--- src/rtl/tuss_pkg.sv ---
// Shared definitions for the TUSS configuration sequencer: register map,
// table entry layout, FSM state type and SPI frame builder.
package tuss_pkg;

    localparam int IDX_W   = 4;
    localparam int FRM_PAR = 8;

    localparam logic [5:0] REG_10          = 6'h10;
    localparam logic [5:0] REG_11          = 6'h11;
    localparam logic [5:0] REG_12          = 6'h12;
    localparam logic [5:0] REG_13          = 6'h13;
    localparam logic [5:0] REG_14          = 6'h14;
    localparam logic [5:0] REG_16          = 6'h16;
    localparam logic [5:0] REG_17          = 6'h17;
    localparam logic [5:0] REG_18          = 6'h18;
    localparam logic [5:0] REG_BURST_PULSE = 6'h1A;
    localparam logic [5:0] REG_1B          = 6'h1B;

    typedef struct packed {
        logic [5:0] addr;
        logic [7:0] data;
        logic       verify;
    } cfg_entry_t;

    typedef enum logic [3:0] {
        ST_IDLE, ST_LOAD, ST_WR_REQ, ST_WR_WAIT, ST_RD_REQ, ST_RD_WAIT,
        ST_CHECK, ST_FAIL, ST_NEXT, ST_DONE, ST_ERR
    } state_t;

    // {rw, addr, parity, data}; parity bit makes the whole frame odd-weight.
    function automatic logic [15:0] frame(input logic rw, input logic [5:0] addr,
                                          input logic [7:0] data);
        logic [15:0] f;
        f          = {rw, addr, 1'b0, data};
        f[FRM_PAR] = ~(^f);
        return f;
    endfunction

endpackage

--- src/rtl/tuss_cfg_rom.sv ---
// Fixed configuration table: entry index -> {addr, data, verify}.
module tuss_cfg_rom
    import tuss_pkg::*;
#(
    parameter int PULSE_NUM = 4
) (
    input  logic [IDX_W-1:0] idx_i,
    output cfg_entry_t       entry_o
);

    always_comb begin
        entry_o = '0;
        case (idx_i)
            4'd0:    entry_o = '{REG_10,          8'h25, 1'b1};
            4'd1:    entry_o = '{REG_11,          8'h00, 1'b1};
            4'd2:    entry_o = '{REG_12,          8'hC0, 1'b1};
            4'd3:    entry_o = '{REG_13,          8'h01, 1'b1};
            4'd4:    entry_o = '{REG_14,          8'h03, 1'b1};
            4'd5:    entry_o = '{REG_16,          8'h06, 1'b1};
            4'd6:    entry_o = '{REG_17,          8'h1B, 1'b1};
            4'd7:    entry_o = '{REG_18,          8'hD4, 1'b1};
            4'd8:    entry_o = '{REG_BURST_PULSE, {3'b000, 5'(PULSE_NUM)}, 1'b1};
            4'd9:    entry_o = '{REG_1B,          8'h00, 1'b0};
            default: entry_o = '0;
        endcase
    end

endmodule

--- src/rtl/tuss_cfg_seq.sv ---
// TUSS front-end configuration sequencer: writes the register table over SPI,
// reads back verifiable entries, retries failures and reports done/error.
//  state    | meaning
//  IDLE     | wait for start          LOAD    | select table entry
//  WR_REQ   | issue write frame       WR_WAIT | wait write spi_done / timeout
//  RD_REQ   | issue read frame        RD_WAIT | wait read spi_done / timeout
//  CHECK    | compare read-back       FAIL    | retry or give up
//  NEXT     | advance or finish       DONE/ERR| publish result, back to IDLE
module tuss_cfg_seq
    import tuss_pkg::*;
#(
    parameter int NUM_REGS  = 10,
    parameter int PULSE_NUM = 4,
    parameter int TIMEOUT   = 255,
    parameter int MAX_RETRY = 2
) (
    input  logic        gclk,
    input  logic        rst,
    input  logic        start,
    output logic        spi_start,
    output logic [15:0] spi_wdata,
    input  logic        spi_busy,
    input  logic        spi_done,
    input  logic [15:0] spi_rdata,
    output logic        busy,
    output logic        cfg_done,
    output logic        cfg_err,
    output logic [5:0]  err_addr
);

    localparam int TMO_W   = $clog2(TIMEOUT + 1);
    localparam int RETRY_W = $clog2(MAX_RETRY + 1);

    state_t             state_q;
    logic [IDX_W-1:0]   idx_q;
    logic [RETRY_W-1:0] retry_q;
    logic [TMO_W-1:0]   tmo_q;
    logic [7:0]         rdata_q;
    logic               spi_start_q;
    logic [15:0]        spi_wdata_q;
    logic               busy_q;
    logic               cfg_done_q;
    logic               cfg_err_q;
    logic [5:0]         err_addr_q;

    cfg_entry_t  entry;
    logic [15:0] wr_frame_d;
    logic [15:0] rd_frame_d;
    logic        unused_rdata;

    tuss_cfg_rom #(.PULSE_NUM(PULSE_NUM)) u_rom (
        .idx_i   (idx_q),
        .entry_o (entry)
    );

    assign wr_frame_d   = frame(1'b0, entry.addr, entry.data);
    assign rd_frame_d   = frame(1'b1, entry.addr, 8'h00);
    assign unused_rdata = ^spi_rdata[15:8];

    always_ff @(posedge gclk) begin
        if (rst) begin
            state_q     <= ST_IDLE;
            idx_q       <= '0;
            retry_q     <= '0;
            tmo_q       <= '0;
            rdata_q     <= '0;
            spi_start_q <= 1'b0;
            spi_wdata_q <= '0;
            busy_q      <= 1'b0;
            cfg_done_q  <= 1'b0;
            cfg_err_q   <= 1'b0;
            err_addr_q  <= '0;
        end else begin
            spi_start_q <= 1'b0;
            case (state_q)
                ST_IDLE: if (start) begin
                    idx_q      <= '0;
                    retry_q    <= '0;
                    cfg_done_q <= 1'b0;
                    cfg_err_q  <= 1'b0;
                    err_addr_q <= '0;
                    busy_q     <= 1'b1;
                    state_q    <= ST_LOAD;
                end
                ST_LOAD: state_q <= ST_WR_REQ;
                ST_WR_REQ: if (!spi_busy) begin
                    spi_start_q <= 1'b1;
                    spi_wdata_q <= wr_frame_d;
                    tmo_q       <= TMO_W'(TIMEOUT);
                    state_q     <= ST_WR_WAIT;
                end
                // spi_done is tested first so it wins over a simultaneous timeout.
                ST_WR_WAIT: begin
                    if (spi_done)        state_q <= entry.verify ? ST_RD_REQ : ST_NEXT;
                    else if (tmo_q == '0) state_q <= ST_FAIL;
                    else                 tmo_q   <= tmo_q - 1'b1;
                end
                ST_RD_REQ: if (!spi_busy) begin
                    spi_start_q <= 1'b1;
                    spi_wdata_q <= rd_frame_d;
                    tmo_q       <= TMO_W'(TIMEOUT);
                    state_q     <= ST_RD_WAIT;
                end
                ST_RD_WAIT: begin
                    if (spi_done) begin
                        rdata_q <= spi_rdata[7:0];
                        state_q <= ST_CHECK;
                    end else if (tmo_q == '0) begin
                        state_q <= ST_FAIL;
                    end else begin
                        tmo_q <= tmo_q - 1'b1;
                    end
                end
                ST_CHECK: state_q <= (rdata_q == entry.data) ? ST_NEXT : ST_FAIL;
                ST_FAIL: begin
                    if (retry_q < RETRY_W'(MAX_RETRY)) begin
                        retry_q <= retry_q + 1'b1;
                        state_q <= ST_WR_REQ;
                    end else begin
                        err_addr_q <= entry.addr;
                        state_q    <= ST_ERR;
                    end
                end
                ST_NEXT: begin
                    if (idx_q == IDX_W'(NUM_REGS - 1)) begin
                        state_q <= ST_DONE;
                    end else begin
                        idx_q   <= idx_q + 1'b1;
                        retry_q <= '0;
                        state_q <= ST_LOAD;
                    end
                end
                ST_DONE: begin
                    cfg_done_q <= 1'b1;
                    busy_q     <= 1'b0;
                    state_q    <= ST_IDLE;
                end
                ST_ERR: begin
                    cfg_err_q <= 1'b1;
                    busy_q    <= 1'b0;
                    state_q   <= ST_IDLE;
                end
                default: state_q <= ST_IDLE;
            endcase
        end
    end

    assign spi_start = spi_start_q;
    assign spi_wdata = spi_wdata_q;
    assign busy      = busy_q;
    assign cfg_done  = cfg_done_q;
    assign cfg_err   = cfg_err_q;
    assign err_addr  = err_addr_q;

endmodule
--- config.mk ---
export PLATFORM = sky130hd
export DESIGN_NAME = tuss_cfg_seq
export DESIGN_NICKNAME = d
export VERILOG_FILES = /design/src/rtl/tuss_pkg.sv /design/src/rtl/tuss_cfg_rom.sv /design/src/rtl/tuss_cfg_seq.sv
export SDC_FILE = /design/constraint.sdc
export NUM_CORES = 1
export LEC_CHECK = 0
export ABC_AREA = 1
export CORE_UTILIZATION = 54
export DETAILED_ROUTE_END_ITERATION = 6
export PLACE_DENSITY = 0.8
export SLEW_MARGIN = 25
export SYNTH_ARGS = -nofsm -noshare
export SYNTH_HDL_FRONTEND = slang
export SYNTH_SLANG_ARGS = --single-unit
export TNS_END_PERCENT = 30
--- constraint.sdc ---
create_clock -name gclk -period 2.4 [get_ports gclk]
set_input_delay 0.24 -clock gclk [delete_from_list [all_inputs] [get_ports gclk]]
set_output_delay 0.24 -clock gclk [all_outputs]
set_load 0.01 [all_outputs]
Word level (Yosys, flattened, before mapping) --
Memories as Yosys holds them, arrays and structs flattened. A register that Yosys moved wholly into a read port is not among the register bits. Index checks and enable logic that the tools add are counted.
Storage, ports and cells: register bits 52, memory bits (read-only) 224, input bits 21, output and inout bits 26, word-level logic and storage cells 102, memories 1
Operators by class: add/subtract/negate cells 3, magnitude comparators 1, equal/unequal tests 21, muxes and demuxes 36, bitwise operators 3, reduce and logical (&&, ||, !) cells 26
Memories:
- (name not given) | words 16, width 14, read ports 1, clocked after memory_dff 1, write ports 0, line tuss_cfg_rom.sv:13 | case (idx_i)
Operators with widths (count):
- $mux W4 | 14
- $pmux W4 S9 | 1
- $mux W16 | 2
- $pmux W16 S2 | 1
- $reduce_xor A16 Y1 | 2
- $mux W8 | 3
- $ne A2 B2 Y1 const B | 9
- $eq A4 B3 Y1 const B | 4
- $eq A4 B4 Y1 const B | 4
- $pmux W8 S2 | 1
- $reduce_bool A2 Y1 | 7
- $mux W6 | 2
- $pmux W6 S2 | 1
- $reduce_and A3 Y1 | 4
- $eq A4 B2 Y1 const B | 2
- $eq A8 B8 Y1 | 1
- $logic_not A8 Y1 | 1
- $pmux W4 S2 | 1
- $reduce_and A2 Y1 | 4
- $reduce_and A4 Y1 | 2
- $reduce_or A2 Y1 | 4
- $sub A8 B1 Y8 const B | 1
- $mux W2 | 3
- $pmux W1 S2 | 3
- 9 further kinds | 13

Depth between registers and ports, before layout --
Gate-level depths: netlist of the first run.
word-level depth 5, mapped depth 13, depth with buffers taken out 13

Cells and area by module --
A second synthesis of the first run with hierarchy kept.
Unflattened totals: cell total of the unflattened synthesis 439, area, all modules 2902.8 um^2
By module, submodules not included:
- tuss_cfg_seq | times used 1, cells each 397, area each 2648.8 um^2, sequential area each 1041.0 um^2
- tuss_cfg_rom | times used 1, cells each 42, area each 254.0 um^2, sequential area each 0.0 um^2

Worst setup path before layout of the first run --
Ideal clock, no wire load.
path kind register to register, from reg idx_q[1], to reg u_rom.entry_o[10] (netlist name), library setup time 0.114 ns, arrival 1.670 ns, data required time 2.286 ns, setup slack 0.615 ns, stages on the path, launching flop included 14, buffers on the path 0, clock period less this slack 1.785 ns, cell sequence dfxtp_1 inv_1 ha_1 nand3_1 nand3_2 nand3b_1 nand2_1 nor2_2 inv_2 ha_1 inv_1 nand2_1 nand3_1 nand2_1
Between the ends: cells in the longest elaborated chain, start to end 5, elaborated cells on any way between the ends 8, those cells by class add/sub: 1; eq/ne: 2; mux: 4; reduce/logical: 1
RTL lines:
- from (decl) | line tuss_cfg_seq.sv:35 | logic [IDX_W-1:0] idx_q;
- from (signal assigned) | line tuss_cfg_seq.sv:128 | idx_q <= idx_q + 1'b1;
- $add A4 B1 Y4 / $eq A4 B4 Y1 (equally long branches) | line tuss_cfg_seq.sv:128, tuss_cfg_seq.sv:125
- $mux W4 / $ne A2 B2 Y1 (equally long branches)
- $pmux W4 S2 / $reduce_and A3 Y1 (equally long branches)
- $mux W4 (no source line) * (2 in series)
Mark *: on every way between the ends. The rest lies on a longest branch, timed or not. The select of a mux whose other input is x is not followed. A chain may end at the register's enable or synchronous reset.

Worst setup path after layout of the first run --
from reg idx_q[1], to reg u_rom.entry_o[10] (netlist name)
Between the ends: cells in the longest elaborated chain, start to end 5, elaborated cells on any way between the ends 8, those cells by class add/sub: 1; eq/ne: 2; mux: 4; reduce/logical: 1
RTL lines (line):
- $add A4 B1 Y4 / $eq A4 B4 Y1 (equally long branches) | tuss_cfg_seq.sv:128, tuss_cfg_seq.sv:125
- $mux W4 / $ne A2 B2 Y1 (equally long branches)
- $pmux W4 S2 / $reduce_and A3 Y1 (equally long branches)
- $mux W4 (no source line) * (2 in series)
Marks and branches as above.

==> results.md, run 1 <==
- Setup-failing EPs final: 0
- Pre-Repair DR Iteration Count: 4
- Critical path peak fanout: 6
- Syn avg cell area: around 7 um^2
- Fin. Hold Viols: 0
- Seq/Total Area, Yosys: 0.4038
- CP Class: flip-flop to flip-flop
- CP startpoint kind: flip-flop
- CTS H-tree depth: 3
- Minimum clock period: 2.034 ns
- Vias in the first global route: 2646
- CTS tree: built
- CTS Buf Count: 9
- FF+latch count, synth: 61
- CP Capture Type: flip-flop
- Post-Syn Area: 3024 um^2
- RSZ-0062 raised after global routing: no
- FMAX: 491.6 MHz
- Yosys warnings: 0
- P&R area growth vs syn: 21.97%
- Max clock buf depth: 2
- DRC violations left: 0
- Rows: 26
- Outcome: completed
- Root Buffer: clkbuf_8
- EDFF count, synth: 0
- Largest net degree at the start of global routing: 29
- Share of cells above drive strength 1: 0.09979
- Power Density: 1139 nW/um^2
- Syn Inst Count: between 400 and 500
- Share of the synthesized area in the top cell type: 0.4038
- Worst Skew: 0.009107 ns
- Final nets: 495
- Clk sink count: a little over 60
- Final core utilization: 0.7043
- RePlAce Congestion: roughly 0.92
- Die X: 76.84 um
- Antenna violations before repair: 0
- Tcrit/Tclk final: 0.8476
- WL/cell: 12.56 um
- First-pass GRT wire length: 11960 um
- Netlist cell types: 31
- Cts hold-fix bufs: 0
- Crit path DAT: 2.28 ns
- GR Util All Layers: 0.2523
- Count of input and output buffers: 36
- Synth cell count leaders: 116 x nand2_1, 61 x dfxtp_1, 40 x nand3_1
- Core box area: about 5200 um^2
- Worst path required time: 2.64 ns
- Vias: 2800
- Max VDD drop: around 0.00063 V
- Post-Route WL: 6797 um
- PostCTS Resize Cnt: 0
- Initial DRC count: 144
- Final Max Slew Viols: 0
- Area leader, netlist: dfxtp_1
- Worst Hold Slack: 0.4611 ns
- DP HPWL: 4879 um
- Worst hold path type: flip-flop to flip-flop
- Worst-Skew Late Latency: 0.34 ns
- Initial Util: 0.5774
- Asr flop ratio synth: 0
- Grt total ovfl: 0
- Leak: between 1.5 and 2 nW
- Post-CTS Setup Bufs: 0
- Post-Route Setup TNS: 0 ns
- Main flop type after synthesis: dfxtp_1
- Ant diodes: 0
- Die ar.: 5904 um^2
- Top Ports: 47
- Max Cap Viol: 0
- Die height: 76.84 um
- Largest cells by area after synthesis: dfxtp_1 40%, nand2_1 14%, nand3_1 6.6%
- Fillcell total: 448
- Routed Antenna Nets: 0
- Most frequent cell after synthesis: nand2_1
- Via-per-instance ratio: 5.176
- Worst-path clk slew: 0.07 ns
through the flow:
stage | instance area, um^2 | setup slack (ns) | std cells | power [mW]
after floorplan | 3028 | 0.6154 | 427 | 2.630
after global placement | 3441 | 0.3928 | 525 | 3.013
after detailed placement | 3441 | 0.3233 | 525 | 3.066
after CTS | 3689 | 0.3716 | 541 | 4.203
after global routing | 3689 | 0.1788 | 541 | 4.523
final | 3689 | 0.3657 | 541 | 4.201
worst max-delay path, cell delays in order, from the launching register on:
cell	delay (ns)
dfxtp_1	0.37
inv_1	0.08
ha_1	0.18
nand3_1	0.12
nand3_2	0.16
nand3b_1	0.13
nand2_1	0.08
nor2_2	0.20
inv_2	0.09
ha_1	0.28
inv_1	0.07
nand2_1	0.05
nand3_1	0.08
nand2_1	0.06
routing by layer:
metal	vias up	GRT usage	wire, um
met5	-	0	0
met4	0	0.09231	112
met3	11	0.05000	260
met2	59	0.4152	3185
met1	1285	0.3252	3238
li1	1445	-	-
state kept, by name, indices dropped and copies added, names as in the netlist:
register / count
tmo_q: 8
err_addr: 5
idx_q: 4
spi_start: 1
retry_q: 2
rdata_q: 8
cfg_err: 1
spi_wdata: 14
cfg_done: 1
u_rom.entry_o: 12
busy: 1
state_q: 4
path summary, 6_finish.rpt:
check / startpoint / to / slack (ns) / depth (start not counted)
hold / removal: spi_wdata[11]$_SDFFE_PP0P_ / spi_wdata[11]$_SDFFE_PP0P_ / 0.46 / 2
hold reg to reg: spi_wdata[11]$_SDFFE_PP0P_ / spi_wdata[11]$_SDFFE_PP0P_ / 0.46 / 2
setup / recovery: idx_q[1]$_SDFFE_PP0N_ / u_rom.entry_o[10]$_DFF_P_ / 0.37 / 13
setup reg to reg: idx_q[1]$_SDFFE_PP0N_ / u_rom.entry_o[10]$_DFF_P_ / 0.37 / 13
power by group:
part	total, mW	internal [mW]	switching (mW)
clock	1.13	0.694	0.435
sequential	1.44	1.23	0.214
combinational	1.63	0.650	0.978
layout by cell type (no fill, tap or decap), types with 3 or more instances in the layout:
cell type / instances
a21oi_1: 36
buf_4: 5
bufinv_16: 3
clkbuf_8: 9
clkdlybuf4s50_1: 36
clkinv_4: 3
dfxtp_1: 61
ha_1: 8
inv_1: 39
inv_2: 7
nand2_1: 116
nand2_2: 4
nand3_1: 40
nand3_2: 3
nand3b_1: 3
nand4_1: 6
nor2_1: 39
nor2_2: 3
o21ai_0: 22
xnor2_1: 6
xor2_1: 4
area by class of cell:
cell class                 count  area (um^2)  area share
sequential                    61         1221      0.3311
timing repair buffer          41        397.9      0.1079
clock inverter                 7        123.9     0.03358
inverter                      47        181.4     0.04919
multi-input combinational    306         1553      0.4210
tap                           70        87.58     0.02374
clock buffer                   9        123.9     0.03358
logic make-up after synthesis:
family	Yosys count	share of synthesized area
AND/OR/NAND/NOR	223	0.3388
buffers and inverters	60	0.08399
flip-flops	61	0.4038
AO/OA/AOI/OAI	63	0.1101
adder cells (fa/ha/maj)	8	0.03310
XOR/XNOR	10	0.02896
other	1	0.001240
Power figures use the tool's default switching activity.
==> inputs of run 2 (changes only) <==
Settings changed: CORE_UTILIZATION 54 to 48, PLACE_DENSITY 0.8 to 0.75.
Clock period 2.4 ns to 1.8 ns, I/O delays scaled along.
==> run 2 against run 1 <==
Flip-flop and latch count unchanged. Critical path depth decreased by 3. First-iteration DRC count decreased by 11%. Die area increased by 12%. Sequential power increased by 33%. Fmax increased by 19%. Combinational power increased by 49%. Via count increased by 4.3%. Clock power increased by 21%. Clock skew decreased by 0.0041 ns. Critical endpoint unchanged.
==> results.md, run 2 (synthesis gave the netlist of run 1 again) <==
- Outcome: completed (unchanged)
- P&R area growth vs syn: 27.47% (was 21.97%)
- CTS Buf Count: 9 (unchanged)
- Clk sink count: 61 (unchanged)
- Post-Route Setup TNS: 0 ns (unchanged)
- Worst Skew: 0.005040 ns (was 0.009107 ns)
- Tcrit/Tclk final: 0.9476 (was 0.8476)
- Final nets: 512 (was 495)
- Sequential share of power: 0.336 (was 0.344)
- Rows: 28 (was 26)
- Gate power share: 0.425 (was 0.388)
- Largest net degree at the start of global routing: 29 (unchanged)
- CP Capture Type: flip-flop (unchanged)
- Switch Pwr: 2.274 mW (was 1.627 mW)
- Final Max Slew Viols: 0 (unchanged)
- Crit path DAT: 1.95 ns (was 2.28 ns)
- Antenna violations before repair: 0 (unchanged)
- Fin. Hold Viols: 0 (unchanged)
- Worst-path clk slew: 0.07 ns (about the same)
- Root Buffer: clkbuf_8 (unchanged)
- Int Power: 3.439 mW (was 2.574 mW)
- FMAX: 586.3 MHz (was 491.6 MHz)
- Grt total ovfl: 0 (unchanged)
- Power Density: 1482 nW/um^2 (was 1139 nW/um^2)
- Routed Antenna Nets: 0 (unchanged)
- RePlAce Congestion: 0.9328 (was 0.9246)
- Worst-Skew Late Latency: 0.35 ns (was 0.34 ns)
- Minimum clock period: 1.706 ns (was 2.034 ns)
- WL/cell: 13.11 um (was 12.56 um)
- Die height: 81.38 um (was 76.84 um)
- Pre-Repair DR Iteration Count: 4 (unchanged)
- CP Class: flip-flop to flip-flop (unchanged)
- Sw Ratio: 0.3981 (was 0.3872)
- Setup-failing EPs final: 0 (unchanged)
- Max Cap Viol: 0 (unchanged)
- Top Ports: 47 (unchanged)
- Critical path peak fanout: 5 (was 6)
- Max VDD drop: 0.0009041 V (was 0.0006345 V)
- Vias: 2919 (was 2800)
- Fillcell total: 508 (was 448)
- Commonest non-fill, non-tap cell in the layout: nand2_1 (unchanged)
- Share of cells above drive strength 1: 0.1516 (was 0.09979)
- Worst R2R Setup Slack: 0.09 ns (was 0.37 ns)
- Pwr Total: 5.713 mW (was 4.201 mW)
- Ant diodes: 0 (unchanged)
- Initial Util: 0.5048 (was 0.5774)
- Leak: 1.709 nW (was 1.639 nW)
- DRC violations left: 0 (unchanged)
- Final core utilization: 0.6435 (was 0.7043)
- Post-Route WL: 7380 um (was 6797 um)
- Worst hold path type: input pin to flip-flop (was flip-flop to flip-flop)
- Most frequent cells in the layout: 115 x nand2_1, 56 x dfxtp_1, 39 x nor2_1 (was 116 x nand2_1, 61 x dfxtp_1, 40 x nand3_1)
- Die ar.: 6622 um^2 (was 5904 um^2)
- GR Util All Layers: 0.2307 (was 0.2523)
- Vias in the first global route: 2605 (was 2646)
- Via-per-instance ratio: 5.185 (was 5.176)
- Worst path required time: 2.05 ns (was 2.64 ns)
- Max clock buf depth: 2 (unchanged)
- Die X: 81.38 um (was 76.84 um)
- Clk pwr share: 0.239 (was 0.269)
- CTS H-tree depth: 3 (unchanged)
- Initial DRC count: 128 (was 144)
- DP HPWL: 5182 um (was 4879 um)
- Core box area: 5991 um^2 (was 5238 um^2)
- CTS tree: built (unchanged)
- CP startpoint kind: flip-flop (unchanged)
- First-pass GRT wire length: 11460 um (was 11960 um)
- Count of input and output buffers: 36 (unchanged)
- Number of flip-flops in the largest register: 14 (unchanged)
## run 2: cell types whose count changed in the layout (fill, tap and decap cells not counted), moves of 2 or more
cell	delta
nand3_1	-2
nor2_4	+2
nor2_2	-2
dfxtp_2	+5
clkinvlp_4	+2
dfxtp_1	-5
nand3_4	+2
buf_4	+17
## run 2: stage by stage
| stage | setup WS, ns | instance area [um^2] | cells | hold slack [ns] |
|---|---|---|---|---|
| after floorplan | 0.01536 | 3028 | 427 | 0.3458 |
| after global placement | -0.02564 | 3567 | 546 | 0.4507 |
| after detailed placement | -0.1133 | 3567 | 546 | 0.4549 |
| after CTS | 0.0001172 | 3804 | 563 | 0.4069 |
| after global routing | -0.008758 | 3855 | 563 | 0.4045 |
| final | 0.09439 | 3855 | 563 | 0.4103 |
## run 2: area by class of cell
type / count / area, um^2 / share of cell area
Clock inverter: 7 / 100.1 / 0.02597
Multi-Input combinational cell: 306 / 1603 / 0.4158
Sequential cell: 61 / 1227 / 0.3184
Timing Repair Buffer: 58 / 525.5 / 0.1363
Tap cell: 75 / 93.84 / 0.02434
Inverter: 47 / 181.4 / 0.04706
Clock buffer: 9 / 123.9 / 0.03213
## run 2: power by group through the flow
stage,registers [mW],logic (mW),clock network [mW]
2_1_floorplan,1.91,1.60,0
3_3_place_gp,1.92,2.27,0
3_5_place_dp,1.93,2.34,0
4_1_cts,1.90,2.37,1.39
5_1_grt,1.95,2.72,1.45
6_report,1.92,2.43,1.37
## run 2: worst paths after layout
path                        startpoint  depth (start not counted)                         to
max            state_q[1]$_SDFFE_PP0P_                         10  u_rom.entry_o[10]$_DFF_P_
min                       spi_rdata[5]                          3    rdata_q[5]$_SDFFE_PP0P_
max reg2reg    state_q[1]$_SDFFE_PP0P_                         10  u_rom.entry_o[10]$_DFF_P_
min reg2reg  spi_wdata[3]$_SDFFE_PP0P_                          2  spi_wdata[3]$_SDFFE_PP0P_
## run 2: worst max-delay path, stage by stage, from the launching register on
cell,delay (ns)
dfxtp_1,0.36
nor2_4,0.18
nand3_2,0.14
a21oi_1,0.31
nor2_4,0.08
inv_2,0.07
ha_1,0.23
inv_1,0.07
nand2_1,0.05
nand3_1,0.06
nand2_1,0.05
## run 2: layer usage
metal / global-route usage / wire length [um] / vias up / part of all wire
li1: - / - / 1476 / -
met4: 0.08393 / 121 / 0 / 0.016
met5: 0 / 0 / - / 0
met1: 0.2795 / 3338 / 1359 / 0.45
met2: 0.3833 / 3519 / 72 / 0.48
met3: 0.06854 / 401 / 12 / 0.054
## run 2: timing repair
| item | in CTS | in global routing |
|---|---|---|
| pin swaps | 1 | 4 |
| buffers inserted | 1 | 0 |
| gates resized for setup | 1 | 14 |
| setup endpoints to repair | 1 | 8 |
| hold buffers | 0 | 0 |
==> RTL change: new RTL, flow settings as in run 2 <==
Make the reset (`rst`) asynchronous in one clocked block.
--- a/src/rtl/tuss_cfg_seq.sv
+++ b/src/rtl/tuss_cfg_seq.sv
@@ -58,5 +58,5 @@
     assign unused_rdata = ^spi_rdata[15:8];
 
-    always_ff @(posedge gclk) begin
+    always_ff @(posedge gclk or posedge rst) begin
         if (rst) begin
             state_q     <= ST_IDLE;
Check against the original RTL: differs if rst is asserted again (counterexample within 4 cycles, from zero or initial values and one cycle with rst high); with rst held inactive, the same outputs for 10 cycles.
==> RTL change against run 2 <==
The flow now finishes with violations (negative setup slack); power fell by 9.0%; sequential cell count is 12 lower; core utilization up 2.3 points; sequential share of layout area grew 1.3 points; hold slack worse by 0.19 ns; area after synthesis is 7.4% lower; combinational power grew 7%; wire length down 12%; final area down 3.6%; synthesized cell count shrank 16%; first-iteration DRC count is 7.8% higher; worst setup slack worse by 0.12 ns; largest cell class unchanged; largest power group unchanged; highest routed layer unchanged.
==> RTL change: results (changes against run 2) <==
{
  "run_status": "finished with violations",
  "failing_checks": "negative setup slack",
  "met2_length": {"value": 3230, "unit": "µm", "change": "-8.1%"},
  "seq_total_area_yosys": {"value": 43.8, "unit": "%", "change": "+3.4 points"},
  "pre_cts_ws": {"value": -0.0263, "unit": "ns", "change": "+0.0869 ns"},
  "grt_pass1_vias": {"value": 2437, "change": "-6.4%"},
  "cp_top_family": "flip-flops",
  "drc_violation_total_after_the_first_tritonroute_iteration": {"value": 138, "change": "+7.8%"},
  "grt_usage": {"value": 22.6, "unit": "%", "change": "-0.46 points"},
  "postRouteWirelength": {"value": 6510, "unit": "µm", "change": "-12%"},
  "synth-compound-area-share": {"value": 9.16, "unit": "%", "change": "-1.8 points"},
  "power.combinational.total": {"value": 0.00261, "unit": "W", "change": "+7%"},
  "syn-instance-count": {"value": 356, "change": "-16%"},
  "half_perimeter_wire_length_after_detailed_placement": {"value": 4600, "unit": "µm", "change": "-11%"},
  "fin_worst_hold_slack": {"value": 0.222, "unit": "ns", "change": "-0.189 ns"},
  "crit_arrival": {"value": 2.01, "unit": "ns", "change": "+0.06 ns"},
  "cellLeakagePower": {"value": 1.85, "unit": "nW", "change": "+8.4%"},
  "grt_use_met1": {"value": 29.6, "unit": "%", "change": "+1.6 points"},
  "setup_violations": {"value": 2, "change": "+2"},
  "cpPeakStageDelay": {"value": 0.47, "unit": "ns", "change": "+0.11 ns"},
  "cts_made_buffers": {"value": 5, "change": "-4"},
  "post_synth_fa_ha_maj_area_fraction": {"value": 3.13, "unit": "%", "change": "-0.18 points"},
  "power.ir.vdd_worst": {"value": 0.000741, "unit": "V", "change": "-18%"},
  "total_negative_slack": {"value": -0.0279, "unit": "ns", "change": "-0.0279 ns"},
  "globalRouteMet2Util": {"value": 37.2, "unit": "%", "change": "-1.1 points"},
  "internal_power": {"value": 0.00318, "unit": "W", "change": "-7.4%"},
  "reg2reg_start": "idx_q[0]",
  "netlist_top_cells_count": "nand2_1, dfrtp_1, inv_1",
  "crit_slowest_cell": "dfrtp_2",
  "synth_xor_xnor_area_share": {"value": 2.50, "unit": "%", "change": "-0.39 points"},
  "place.detailed.instances": {"value": 485, "change": "-11%"},
  "clock-skew-final": {"value": 0.00568, "unit": "ns", "change": "+0.000639 ns"},
  "placement.cell_area": {"value": 3410, "unit": "µm²", "change": "-4.3%"},
  "place_congestion": {"value": 0.868, "change": "-7.0%"},
  "synthTopCellsByArea": "dfrtp_1, nand2_1, nand3_1",
  "worst_setup_slack_after_layout": {"value": -0.0255, "unit": "ns", "change": "-0.120 ns"},
  "reg2reg_depth": {"value": 9, "change": "-1"},
  "met3WireLength": {"value": 269, "unit": "µm", "change": "-33%"},
  "wl_per_cell": {"value": 13.0, "unit": "µm", "change": "-1.1%"},
  "worst_skew_pair.late_latency": {"value": 0.30, "unit": "ns", "change": "-0.05 ns"},
  "endpoint_of_the_most_critical_register_to_register_path": "idx_q[3]"
}
## RTL change: cell count changes after synthesis, moves of 5 or more
cell	before	now
xnor2_1	6	0
o21ai_1	2	20
a21oi_1	36	12
nand2_1	116	85
nor2_1	39	28
clkbuf_1	6	0
o21ai_0	22	8
dfrtp_1	0	49
dfxtp_1	61	0
nand3_1	40	35
## RTL change: final cells by class
cell class,instances,area [µm²]
Clock buffer,7,86.3
Clock inverter,1,30.0
Fill cell,458,1860
Inverter,51,201
Multi-Input combinational cell,246,1400
Sequential cell,49,1230
Tap cell,72,90.1
Timing Repair Buffer,76,681
## RTL change: how the worst max path moves through the flow
| stage | from | slack (ns) | end |
|---|---|---|---|
| final | idx_q[0] | -0.03 | idx_q[3] |
| after global routing | idx_q[0] | -0.07 | idx_q[2] |
| after CTS | idx_q[1] | 0.03 | state_q[2] |
| after detailed placement | idx_q[0] | -0.03 | state_q[2] |
| after global placement | idx_q[0] | -0.007 | state_q[2] |
| after floorplan | idx_q[0] | 0.07 | state_q[2] |
